$ cat config.mk
export PLATFORM = sky130hd
export DESIGN_NAME = mem_port_arbiter_flat
export DESIGN_NICKNAME = d
export VERILOG_FILES = /design/src/rtl/mem_port_arbiter_if.sv /design/src/rtl/mem_port_arbiter.sv /design/src/flat_wrapper.sv
export SDC_FILE = /design/constraint.sdc
export NUM_CORES = 1
export LEC_CHECK = 0
export BUFFER_PORTS_ARGS = -buffer_cell sky130_fd_sc_hd__buf_2
export CAP_MARGIN = 20
export CORE_ASPECT_RATIO = 0.6
export CORE_MARGIN = 2
export CORE_UTILIZATION = 45
export CTS_BUF_LIST = sky130_fd_sc_hd__clkbuf_16
export DETAILED_ROUTE_END_ITERATION = 16
export GPL_TIMING_DRIVEN = 0
export PLACE_DENSITY = 0.78
export RECOVER_POWER = 25
export SETUP_SLACK_MARGIN = 0.02
export SYNTH_ARGS = -nofsm -noshare
export SYNTH_HDL_FRONTEND = slang
export SYNTH_SLANG_ARGS = --single-unit
$ cat constraint.sdc
create_clock -name clk -period 4.81 [get_ports clk]
set_input_delay 0.481 -clock clk [delete_from_list [all_inputs] [get_ports clk]]
set_output_delay 0.481 -clock clk [all_outputs]
set_load 0.02 [all_outputs]
$ cat src/rtl/mem_port_arbiter_if.sv
// rtl/mem_port_arbiter_if.sv - requester and shared memory port bundle for mem_port_arbiter
interface mem_port_arbiter_if #(
    parameter int ADDR_W = 32,
    parameter int DATA_W = 32
);
    logic              if_req;
    logic [ADDR_W-1:0] if_addr;
    logic [DATA_W-1:0] if_rdata;
    logic              if_ack;

    logic              d_req;
    logic              d_we;
    logic [ADDR_W-1:0] d_addr;
    logic [DATA_W-1:0] d_wdata;
    logic [DATA_W-1:0] d_rdata;
    logic              d_ack;

    logic              mem_req;
    logic              mem_we;
    logic [ADDR_W-1:0] mem_addr;
    logic [DATA_W-1:0] mem_wdata;
    logic [DATA_W-1:0] mem_rdata;
    logic              mem_ready;

    logic              err;

    // Arbiter side: takes requests and memory responses, drives the memory port and acks.
    modport slave (
        input  if_req, if_addr, d_req, d_we, d_addr, d_wdata, mem_rdata, mem_ready,
        output if_rdata, if_ack, d_rdata, d_ack, mem_req, mem_we, mem_addr, mem_wdata, err
    );

    // Environment side: requesters plus the memory itself.
    modport master (
        output if_req, if_addr, d_req, d_we, d_addr, d_wdata, mem_rdata, mem_ready,
        input  if_rdata, if_ack, d_rdata, d_ack, mem_req, mem_we, mem_addr, mem_wdata, err
    );
endinterface

$ cat src/rtl/mem_port_arbiter.sv
// rtl/mem_port_arbiter.sv - fetch/data arbiter for one memory port; MEM_ARB_TIMEOUT_EN adds busy timeout abort
module mem_port_arbiter #(
    parameter int ADDR_W       = 32,
    parameter int DATA_W       = 32,
    parameter int STARVE_LIMIT = 4,
    parameter int TIMEOUT_CYC  = 64
) (
    input  logic              clk,
    input  logic              rst_n,
    mem_port_arbiter_if.slave bus
);
    typedef enum logic [1:0] {
        IDLE    = 2'd0,
        BUSY_IF = 2'd1,
        BUSY_D  = 2'd2
    } state_t;

    localparam logic [3:0] LIMIT = 4'(STARVE_LIMIT);

    state_t            state_q, state_d;
    logic              mem_req_q, mem_req_d;
    logic              mem_we_q, mem_we_d;
    logic [ADDR_W-1:0] mem_addr_q, mem_addr_d;
    logic [DATA_W-1:0] mem_wdata_q, mem_wdata_d;
    logic [DATA_W-1:0] if_rdata_q, if_rdata_d;
    logic [DATA_W-1:0] d_rdata_q, d_rdata_d;
    logic              if_ack_q, if_ack_d;
    logic              d_ack_q, d_ack_d;
    logic              err_q, err_d;
    logic [3:0]        starve_q, starve_d;

    logic              if_elig, d_elig;
    logic              grant_if, grant_d, done, abort;

`ifdef MEM_ARB_TIMEOUT_EN
    localparam int              TMO_W    = $clog2(TIMEOUT_CYC + 1);
    localparam logic [TMO_W-1:0] TMO_LAST = TMO_W'(TIMEOUT_CYC - 1);
    logic [TMO_W-1:0]           tmo_q, tmo_d;
`endif

    // State register and all registered outputs; reset abandons any transfer in flight.
    always_ff @(posedge clk or negedge rst_n) begin
        if (!rst_n) begin
            state_q     <= IDLE;
            mem_req_q   <= 1'b0;
            mem_we_q    <= 1'b0;
            mem_addr_q  <= '0;
            mem_wdata_q <= '0;
            if_rdata_q  <= '0;
            d_rdata_q   <= '0;
            if_ack_q    <= 1'b0;
            d_ack_q     <= 1'b0;
            err_q       <= 1'b0;
            starve_q    <= '0;
`ifdef MEM_ARB_TIMEOUT_EN
            tmo_q       <= '0;
`endif
        end else begin
            state_q     <= state_d;
            mem_req_q   <= mem_req_d;
            mem_we_q    <= mem_we_d;
            mem_addr_q  <= mem_addr_d;
            mem_wdata_q <= mem_wdata_d;
            if_rdata_q  <= if_rdata_d;
            d_rdata_q   <= d_rdata_d;
            if_ack_q    <= if_ack_d;
            d_ack_q     <= d_ack_d;
            err_q       <= err_d;
            starve_q    <= starve_d;
`ifdef MEM_ARB_TIMEOUT_EN
            tmo_q       <= tmo_d;
`endif
        end
    end

    // Next state: data beats fetch unless fetch has waited out STARVE_LIMIT data grants.
    always_comb begin
        if_elig  = bus.if_req && !if_ack_q;
        d_elig   = bus.d_req && !d_ack_q;
        grant_if = 1'b0;
        grant_d  = 1'b0;
        done     = 1'b0;
        abort    = 1'b0;
        state_d  = state_q;
        case (state_q)
            IDLE: begin
                if (if_elig && (!d_elig || starve_q == LIMIT)) begin
                    grant_if = 1'b1;
                    state_d  = BUSY_IF;
                end else if (d_elig) begin
                    grant_d = 1'b1;
                    state_d = BUSY_D;
                end
            end
            BUSY_IF, BUSY_D: begin
                if (bus.mem_ready) begin
                    done    = 1'b1;
                    state_d = IDLE;
                end
`ifdef MEM_ARB_TIMEOUT_EN
                else if (tmo_q == TMO_LAST) begin
                    abort   = 1'b1;
                    state_d = IDLE;
                end
`endif
            end
            default: state_d = IDLE;
        endcase
    end

    // Output/datapath: capture the winner at grant, hold the port while busy, ack on completion.
    always_comb begin
        mem_req_d   = mem_req_q;
        mem_we_d    = mem_we_q;
        mem_addr_d  = mem_addr_q;
        mem_wdata_d = mem_wdata_q;
        if_rdata_d  = if_rdata_q;
        d_rdata_d   = d_rdata_q;
        starve_d    = starve_q;
        if_ack_d    = 1'b0;
        d_ack_d     = 1'b0;
        err_d       = 1'b0;
        if (grant_if) begin
            mem_req_d   = 1'b1;
            mem_we_d    = 1'b0;
            mem_addr_d  = bus.if_addr;
            mem_wdata_d = '0;
            starve_d    = '0;
        end
        if (grant_d) begin
            mem_req_d   = 1'b1;
            mem_we_d    = bus.d_we;
            mem_addr_d  = bus.d_addr;
            mem_wdata_d = bus.d_wdata;
            if (bus.if_req && starve_q != LIMIT) begin
                starve_d = starve_q + 4'd1;
            end
        end
        if (done || abort) begin
            mem_req_d = 1'b0;
            err_d     = abort;
            if (state_q == BUSY_IF) begin
                if_ack_d   = 1'b1;
                if_rdata_d = abort ? '0 : bus.mem_rdata;
            end else begin
                d_ack_d = 1'b1;
                if (abort) begin
                    d_rdata_d = '0;
                end else if (!mem_we_q) begin
                    d_rdata_d = bus.mem_rdata;
                end
            end
        end
`ifdef MEM_ARB_TIMEOUT_EN
        tmo_d = tmo_q;
        if (grant_if || grant_d || done || abort) begin
            tmo_d = '0;
        end else if (state_q != IDLE) begin
            tmo_d = tmo_q + TMO_W'(1);
        end
`endif
    end

    assign bus.mem_req   = mem_req_q;
    assign bus.mem_we    = mem_we_q;
    assign bus.mem_addr  = mem_addr_q;
    assign bus.mem_wdata = mem_wdata_q;
    assign bus.if_rdata  = if_rdata_q;
    assign bus.d_rdata   = d_rdata_q;
    assign bus.if_ack    = if_ack_q;
    assign bus.d_ack     = d_ack_q;
    assign bus.err       = err_q;
endmodule

$ cat src/flat_wrapper.sv
// flat-port wrapper written by rule: the top's interface ports become plain ports
module mem_port_arbiter_flat 
#(
    parameter int ADDR_W       = 32,
    parameter int DATA_W       = 32,
    parameter int STARVE_LIMIT = 4,
    parameter int TIMEOUT_CYC  = 64
)
  (clk, rst_n, bus_if_req, bus_if_addr, bus_d_req, bus_d_we, bus_d_addr, bus_d_wdata, bus_mem_rdata, bus_mem_ready, bus_if_rdata, bus_if_ack, bus_d_rdata, bus_d_ack, bus_mem_req, bus_mem_we, bus_mem_addr, bus_mem_wdata, bus_err);
  mem_port_arbiter_if #(.ADDR_W(ADDR_W), .DATA_W(DATA_W)) bus_i ();
  input  logic clk;
  input  logic rst_n;
  input wire logic [$bits(bus_i.if_req)-1:0] bus_if_req;
  input wire logic [$bits(bus_i.if_addr)-1:0] bus_if_addr;
  input wire logic [$bits(bus_i.d_req)-1:0] bus_d_req;
  input wire logic [$bits(bus_i.d_we)-1:0] bus_d_we;
  input wire logic [$bits(bus_i.d_addr)-1:0] bus_d_addr;
  input wire logic [$bits(bus_i.d_wdata)-1:0] bus_d_wdata;
  input wire logic [$bits(bus_i.mem_rdata)-1:0] bus_mem_rdata;
  input wire logic [$bits(bus_i.mem_ready)-1:0] bus_mem_ready;
  output wire logic [$bits(bus_i.if_rdata)-1:0] bus_if_rdata;
  output wire logic [$bits(bus_i.if_ack)-1:0] bus_if_ack;
  output wire logic [$bits(bus_i.d_rdata)-1:0] bus_d_rdata;
  output wire logic [$bits(bus_i.d_ack)-1:0] bus_d_ack;
  output wire logic [$bits(bus_i.mem_req)-1:0] bus_mem_req;
  output wire logic [$bits(bus_i.mem_we)-1:0] bus_mem_we;
  output wire logic [$bits(bus_i.mem_addr)-1:0] bus_mem_addr;
  output wire logic [$bits(bus_i.mem_wdata)-1:0] bus_mem_wdata;
  output wire logic [$bits(bus_i.err)-1:0] bus_err;
  assign bus_i.if_req = bus_if_req;
  assign bus_i.if_addr = bus_if_addr;
  assign bus_i.d_req = bus_d_req;
  assign bus_i.d_we = bus_d_we;
  assign bus_i.d_addr = bus_d_addr;
  assign bus_i.d_wdata = bus_d_wdata;
  assign bus_i.mem_rdata = bus_mem_rdata;
  assign bus_i.mem_ready = bus_mem_ready;
  assign bus_if_rdata = bus_i.if_rdata;
  assign bus_if_ack = bus_i.if_ack;
  assign bus_d_rdata = bus_i.d_rdata;
  assign bus_d_ack = bus_i.d_ack;
  assign bus_mem_req = bus_i.mem_req;
  assign bus_mem_we = bus_i.mem_we;
  assign bus_mem_addr = bus_i.mem_addr;
  assign bus_mem_wdata = bus_i.mem_wdata;
  assign bus_err = bus_i.err;
  mem_port_arbiter #(.ADDR_W(ADDR_W), .DATA_W(DATA_W), .STARVE_LIMIT(STARVE_LIMIT), .TIMEOUT_CYC(TIMEOUT_CYC)) u_core (.clk(clk), .rst_n(rst_n), .bus(bus_i));
endmodule
==> metrics, run 1 <==
wire per inst 18.6 um; status completed; dominant synthesized flop cell dfrtp_1; postcts setup bufs 0; VDD IR max 385 uV; count of cell types in the netlist 33; Yosys top cell area share 0.612; Post-Layout Inst Area 7770 um2; Worst Setup End Kind flip-flop; ranking of synthesized cells by area dfrtp_1 61%, mux2_2 12%, a221o_1 5.7%, a22o_1 5.4%, a211oi_1 4.5%; vias in the first global route 4895; Cells after Synth 414; CTS tree built; Vias 4653; WHS 0.0493 ns; fillers 928; Final Max Tran Viols 0; largest net degree at the start of global routing 77; RSZ-0062 raised after global routing no; I/O Buffers 265; placed cell count 845; met3 wire len 1510 um; FMAX 485 MHz; RePlAce Congestion 0.821; Clock Tree Buf Depth 2; min cycle time layout 2.06 ns; layout cells sized above 1 0.538; worst setup margin 2.75 ns; DRC 0; worst-skew pair later-pin latency 0.40 ns; Iter 0 DRT Violations 253; Final Non-Filler Cells 877; Routed Wire Length 16300 um; die area 13500 um2; final total power 5.82 mW; Vias/cell 5.31; M1 wire length 6870 um; core box area 12100 um2; synth cell count leaders 138 x dfrtp_1, 60 x mux2_2, 35 x a22o_1; final setup TNS 0 ns; First-pass DRT Iterations 5; chip width 149 um; Cell Pwr Density 749 nW/um2; met2 WL 7860 um; placed cell area 7210 um2; flops & latches, synth 138; H-Tree Depth 4; top layer in use met4; Worst Path Max Fanout 10; num rows 31; slew at the pin with the worst max-slew slack 0.616 ns; most frequent cell after synthesis dfrtp_1; Synth Area per Inst 13.6 um2; worst min-delay path category primary input to async pin; Mapped Nets 552; Initial Util 0.465; LEAKAGE 3.97 nW; first-pass GRT wire length 25800 um; FFs w/ async S/R, synth 1.00; cts hold-fix bufs 0; final period utilization 0.429; Worst EP required 5.09 ns; num ports 267; cell taking the most area after synthesis dfrtp_1; final antenna-violating net count 0; Antenna Cells 0; final core utilization 0.640; Total Nets Final 837; max-capacitance violation count 0; Worst EP arrival 2.34 ns; cts repair resizes 0; Post-synth EDFFs 0; Total Routing Usage GR 0.244; Fin. Hold Viols 0; Die H 90.7 um; post-DP HPWL 11900 um; Clock Sinks 138; initial antenna violation count 1; dpl ws 2.75 ns; Clock transition at path regs 0.06 ns; cts bufs inserted 17; final setup fails 0; Clock Skews 0.0146 ns; Root Buffer clkbuf_16; register area share after synthesis 0.612; Yosys warning count 0; Rel. slew slack 0.590; CP Launch Type flip-flop; Post-Syn Area 5640 um2; WS Path Type flip-flop to flip-flop; GRT overflow 0; Syn-to-layout area delta 37.8%
==> flip-flops by register name, indices dropped and copies added, names as in the netlist <==
name                  cells
u_core.bus.mem_we         1
u_core.bus.mem_wdata     32
u_core.starve_q           4
u_core.bus.if_ack         1
u_core.bus.mem_req        1
u_core.bus.mem_addr      32
u_core.bus.if_rdata      32
u_core.bus.d_ack          1
u_core.state_q            2
u_core.bus.d_rdata       32
==> metal layers <==
layer	global-route usage	up-vias
li1	-	2131
met1	0.319	2298
met2	0.391	214
met3	0.0843	10
met4	0.0659	0
met5	0	-
==> power breakdown <==
group / internal (mW) / total [mW] / switching (mW)
sequential: 1.70 / 1.99 / 0.293
clock: 0.722 / 1.24 / 0.519
combinational: 1.03 / 2.59 / 1.56
==> worst paths after layout <==
path | from | end | slack (ns) | cells past startpoint
min in group clk | bus_d_wdata[26] | u_core.bus.mem_wdata[26] | 0.29 | 2
max in group asynchronous | rst_n | u_core.bus.mem_addr[1] | 3.97 | 2
max reg2reg | u_core.state_q[0] | u_core.bus.d_rdata[3] | 2.75 | 6
min | rst_n | u_core.bus.d_rdata[27] | 0.05 | 1
max | u_core.state_q[0] | u_core.bus.d_rdata[3] | 2.75 | 6
min reg2reg | u_core.bus.d_rdata[7] | u_core.bus.d_rdata[7] | 0.49 | 1
==> worst max-delay path, stage by stage (launching register included) <==
cell and delay (ns):
dfrtp_1 0.37, inv_1 0.06, ha_1 0.30, nand2_1 0.10, nor3_2 0.37, buf_2 0.37, mux2_2 0.38
==> placed cells by master (no fill, tap or decap), types with 4 or more instances in the layout <==
cell	instances
inv_6	4
o21ai_0	5
clkbuf_1	10
nand3_1	4
ha_1	4
inv_1	9
a211oi_1	34
a22o_1	35
mux2_1	4
clkbuf_16	17
mux2_2	60
dfrtp_1	138
nand2_1	33
a221o_1	32
buf_2	285
==> area by class of cell <==
cell class                 instances  area (um2)  share of cell area
sequential                       138        3450               0.444
multi-input combinational        231        1970               0.254
timing repair buffer             266        1360               0.175
clock buffer                      17         425              0.0547
tap                              165         206              0.0266
buffer                            37         188              0.0241
clock inverter                    15         140              0.0180
inverter                           8        30.0             0.00386
==> cells by family after synthesis <==
group,after synthesis,synth area share
AO/OA/AOI/OAI,113,0.170
XOR/XNOR,1,0.00155
adder cells (fa/ha/maj),4,0.00887
buffers and inverters,45,0.0386
flip-flops,138,0.612
multiplexers,64,0.128
other,1,0.000665
AND/OR/NAND/NOR,48,0.0401
(Power assumes the default switching activity.)
==> inputs of run 2 (changes only) <==
- ABC_AREA: not set -> 1
- CORE_UTILIZATION: 45 -> 43
- PLACE_DENSITY: 0.78 -> 0.77
- clock period: 4.81 -> 1.69 ns (I/O delays scaled with it)
==> run 2 against run 1 <==
Net effect:
- power grew to 3.0 times the previous value
- via count is 29% higher
- sequential power increased to 2.9 times the previous value
- die area grew 11%
- largest cell class unchanged
==> metrics, run 2 <==
Post-synth EDFFs 0; Switching Power 7.89 mW; Synth Area per Inst 8.58 um2; count of cell types in the netlist 24; Yosys top cell area share 0.576; Fin. Hold Viols 0; Routed Wire Length 18600 um; Total Nets Final 1164; Final Non-Filler Cells 1214; min cycle time layout 1.63 ns; Yosys warning count 0; Mapped Nets 837; r2r worst-path depth 10; num rows 33; Buf/Inv on CP 3; CTS tree built; first-pass GRT wire length 28400 um; Antenna Cells 0; Worst R2R End u_core.bus.mem_wdata[18]; sequential share of power 0.324; synth cell count leaders 211 x nand2_1, 138 x dfrtp_1, 105 x nand3_1; worst min-delay path category primary input to flip-flop; post-DP HPWL 13200 um; vias in the first global route 5662; layout cells sized above 1 0.340; Vias/cell 4.96; GRT overflow 0; commonest non-fill, non-tap cells in the layout 241 x buf_2, 207 x nand2_1, 138 x dfrtp_1, 81 x nand3_1, 76 x inv_1; Clock Sinks 138; Post-Syn Area 6000 um2; Die H 95.5 um; placed cell count 1140; Crit Reg-Reg Startpoint u_core.starve_q[1]; Iter 0 DRT Violations 446; final period utilization 0.962; Final Max Tran Viols 0; Worst Path Max Fanout 6; FMAX 615 MHz; status completed; Total Routing Usage GR 0.243; initial antenna violation count 0; Clock Skews 0.0108 ns; Cell Pwr Density 1990 nW/um2; CP Launch Type flip-flop; Syn-to-layout area delta 47.1%; final setup TNS 0 ns; Worst Setup End Kind flip-flop; CP endpoint u_core.bus.mem_wdata[18]; Worst EP arrival 1.91 ns; most frequent cell after synthesis nand2_1; Worst setup startpoint u_core.starve_q[1]; Rel. slew slack 0.400; Clock transition at path regs 0.06 ns; clock network power share 0.207; num ports 267; LEAKAGE 4.93 nW; DRC 0; I/O Buffers 265; Root Buffer clkbuf_16; wire per inst 15.3 um; Cells after Synth 699; Clock Tree Buf Depth 2; WS Path Type flip-flop to flip-flop; worst-skew pair later-pin latency 0.41 ns; commonest non-fill, non-tap cell in the layout buf_2; final antenna-violating net count 0; reg2reg setup slack 0.06 ns; Int Power 9.71 mW; family with the most delay on the worst path simple AND/OR/NAND/NOR gates; register area share after synthesis 0.576; RSZ-0062 raised after global routing yes; Comb power frac 0.469; slowest cell on the critical path dfrtp_1; Initial Util 0.440; final setup fails 0; chip width 156 um; VDD IR max 1000 uV; H-Tree Depth 4; slew at the pin with the worst max-slew slack 0.900 ns; Worst EP required 1.98 ns; FFs w/ async S/R, synth 1.00; Crit path depth 10; cell chain of the critical path inv_1 -> ha_2 -> nand2_2 -> nor2_2 -> a21oi_4 -> nand2_4 -> buf_12 -> buf_8 -> nand3_1 -> nand2_1; First-pass DRT Iterations 5; Sw Ratio 0.448; die area 14900 um2; RePlAce Congestion 0.920; cts bufs inserted 17; Vias 6021; dominant synthesized flop cell dfrtp_1; delay of the slowest critical-path stage 0.36 ns; largest net degree at the start of global routing 77; ranking of synthesized cells by area dfrtp_1 58%, nand2_1 13%, nand3_1 8.8%, o21ai_0 5.6%, inv_1 4.8%; flops & latches, synth 138; core box area 13600 um2; cell taking the most area after synthesis dfrtp_1; max-capacitance violation count 0
run 2: layer usage:
layer	GRT usage	vias to the layer above	routed length [um]
met2	0.367	227	8340
met3	0.0673	14	1540
li1	-	2906	-
met1	0.347	2874	8600
met4	0.0604	0	132
met5	0	-	0
run 2: worst min-delay path, cell delays in order:
cell and delay (ns):
buf_2 0.09, inv_1 0.05, o21ai_0 0.07
run 2: how the worst min path moves through the flow:
stage | end | startpoint | depth (start not counted) | slack (ns)
global route | u_core.bus.if_rdata[1] | bus_mem_rdata[1] | 3 | 0.03
CTS | u_core.bus.mem_wdata[14] | bus_d_wdata[14] | 3 | 0.004
global placement | u_core.bus.mem_we | bus_d_we | 3 | 0.37
finish | u_core.bus.d_rdata[16] | bus_mem_rdata[16] | 3 | 0.03
detailed placement | u_core.bus.mem_wdata[2] | rst_n | 1 | 0.19
floorplan | u_core.bus.d_ack | rst_n | 0 | -0.13
run 2: logic make-up after synthesis:
family                   share of synthesized area
AND/OR/NAND/NOR                              0.262
flip-flops                                   0.576
XOR/XNOR                                   0.00292
AO/OA/AOI/OAI                               0.0607
adder cells (fa/ha/maj)                    0.00834
buffers and inverters                       0.0901
other                                     0.000625
run 2: area by class of cell:
type                            count  area (um2)
Timing Repair Buffer              308        1740
Clock inverter                     15         154
Inverter                           80         303
Clock buffer                       17         425
Tap cell                          175         219
Multi-Input combinational cell    433        2160
Sequential cell                   138        3450
Buffer                             48         369
Fill cell                        1163        4800
run 2: power groups by stage:
stage	registers [mW]	clock network (mW)	logic, mW
after global routing	5.87	3.89	9.05
after CTS	5.62	3.71	7.79
after detailed placement	5.66	0	7.61
final	5.71	3.64	8.25
after global placement	5.61	0	7.44
after floorplan	7.38	0	3.02
run 2: metrics by stage:
step	util	total power [mW]	hold slack [ns]	instance area [um2]	setup WS, ns
final	0.648	17.6	0.0298	8820	0.0642
after global routing	0.648	18.8	0.0275	8820	-0.0364
after CTS	0.627	17.1	0.00425	8550	0.0111
after detailed placement	0.556	13.3	0.189	7580	-0.269
after global placement	0.554	13.1	0.371	7540	-1.43
after floorplan	-	10.4	-0.127	6000	0.165
run 2: repair_timing:
action,in CTS,in global routing
gates resized for setup,29,81
pin swaps,0,8
hold endpoints to repair,93,2
buffers inserted,2,5
gates cloned,0,1
hold buffers,32,2
setup endpoints to repair,135,128
==> inputs of run 3 (changes only) <==
- GPL_TIMING_DRIVEN: 0 -> not set
- RECOVER_POWER: 25 -> not set
==> run 3 against run 2 <==
Net effect:
- final cell count is 2.4% lower
- sequential power is 1% lower
- global-route usage shrank 2.5 points
- sequential share of layout area increased by 0.078 points
- power increased by 0.87%
- sequential cell count unchanged
- maximum frequency fell by 1.5%
- combinational power is 1% lower
- largest cell class unchanged
- highest routed layer unchanged
==> metrics, run 3 (same netlist as run 2, synthesis figures left out) <==
Clock transition at path regs 0.06 ns; worst min-delay path category primary input to flip-flop; FMAX 606 MHz; first-pass GRT wire length 25600 um; Vias/cell 4.88; Initial Util 0.440; placed cell count 1111; I/O Buffers 265; Iter 0 DRT Violations 375; post-DP HPWL 11500 um; hold depth 3; Clock Sinks 138; First-pass DRT Iterations 5; status completed; H-Tree Depth 4; Vias 5787; Antenna Cells 0; Clock Skews 0.00831 ns; DRC 0; Worst Setup End Kind flip-flop; wire per inst 14.3 um; LEAKAGE 5.00 nW; hold endpoint u_core.bus.if_rdata[24]; chip width 156 um; Crit Reg-Reg Startpoint u_core.starve_q[0]; Cell Pwr Density 2020 nW/um2; Final Max Tran Viols 0; min cycle time layout 1.65 ns; RePlAce Congestion 0.785; worst-skew pair later-pin latency 0.40 ns; die area 14900 um2; cts bufs inserted 17; final core utilization 0.646; final antenna-violating net count 0; Fin. Hold Viols 0; Worst EP arrival 1.93 ns; final setup fails 0; Worst R2R End u_core.bus.mem_wdata[14]; num rows 33; CTS tree built; r2r worst-path depth 10; final setup TNS 0 ns; largest net degree at the start of global routing 73; RSZ-0062 raised after global routing yes; Total Nets Final 1135; Die H 95.5 um; num ports 267; commonest non-fill, non-tap cell in the layout buf_2; reg2reg setup slack 0.04 ns; Clock Tree Buf Depth 2; GRT overflow 0; layout cells sized above 1 0.339; vias in the first global route 5209; Worst Path Max Fanout 11; Syn-to-layout area delta 46.8%; Worst EP required 1.97 ns; hold_sp bus_mem_rdata[24]; WS Path Type flip-flop to flip-flop; Routed Wire Length 16900 um; Root Buffer clkbuf_16; commonest non-fill, non-tap cells in the layout 264 x buf_2, 207 x nand2_1, 138 x dfrtp_1, 105 x nand3_1, 74 x inv_1; initial antenna violation count 0; final period utilization 0.977; Total Routing Usage GR 0.218; WHS 0.0321 ns; core box area 13600 um2; VDD IR max 1010 uV; Final Non-Filler Cells 1185; CP Launch Type flip-flop; max-capacitance violation count 0
## run 3: what timing repair did
| item | in CTS | in global routing |
|---|---|---|
| setup buffers | 0 | 2 |
| resized for setup | 0 | 21 |
| hold buffers | 33 | 1 |
| endpoints found under the setup margin | 0 | 70 |
| endpoints found under the hold margin | 170 | 1 |
## run 3: critical path, cell delays in order (launching register included)
cell and delay (ns):
dfrtp_1 0.42, inv_2 0.09, ha_4 0.15, nand2_4 0.05
nor2_4 0.14, a21oi_4 0.10, nand2_8 0.16, clkinv_8 0.10
clkbuf_16 0.18, nand2_1 0.08, nand2_1 0.06
## run 3: routing by layer
layer,up-vias,wire (um),track usage
met5,-,0,0
met4,0,189,0.0619
met3,18,1330,0.0532
met2,241,7910,0.348
met1,2683,7530,0.299
li1,2845,-,-
## run 3: per-stage QoR
| stage | power (mW) | area (um2) | setup slack, ns |
|---|---|---|---|
| after floorplan | 10.4 | 6000 | 0.165 |
| after global placement | 13.0 | 7590 | 0.159 |
| after detailed placement | 13.2 | 7590 | 0.111 |
| after CTS | 17.3 | 8560 | 0.100 |
| after global routing | 19.0 | 8810 | -0.0442 |
| final | 17.8 | 8810 | 0.0395 |
## run 3: cell type report
| type | instances | area (um2) |
|---|---|---|
| multi-input combinational | 433 | 2050 |
| clock buffer | 17 | 425 |
| tap | 175 | 219 |
| fill | 1111 | 4820 |
| inverter | 80 | 313 |
| clock inverter | 15 | 215 |
| timing repair buffer | 327 | 2130 |
| sequential | 138 | 3450 |
## run 3: worst max-delay path by stage
stage | to | cells past startpoint | start
after detailed placement | u_core.bus.mem_addr[1] | 10 | u_core.starve_q[0]
after CTS | u_core.bus.mem_addr[1] | 10 | u_core.starve_q[0]
after global routing | u_core.bus.mem_wdata[14] | 10 | u_core.starve_q[1]
after global placement | u_core.bus.mem_addr[25] | 10 | u_core.starve_q[0]
after floorplan | u_core.bus.if_rdata[21] | 8 | u_core.state_q[0]
final | u_core.bus.mem_wdata[14] | 10 | u_core.starve_q[0]
## run 3: where the power goes
group | switching (mW) | internal (mW) | total (mW)
Sequential | 0.823 | 4.81 | 5.64
Combinational | 5.19 | 2.96 | 8.15
Clock | 1.46 | 2.51 | 3.97
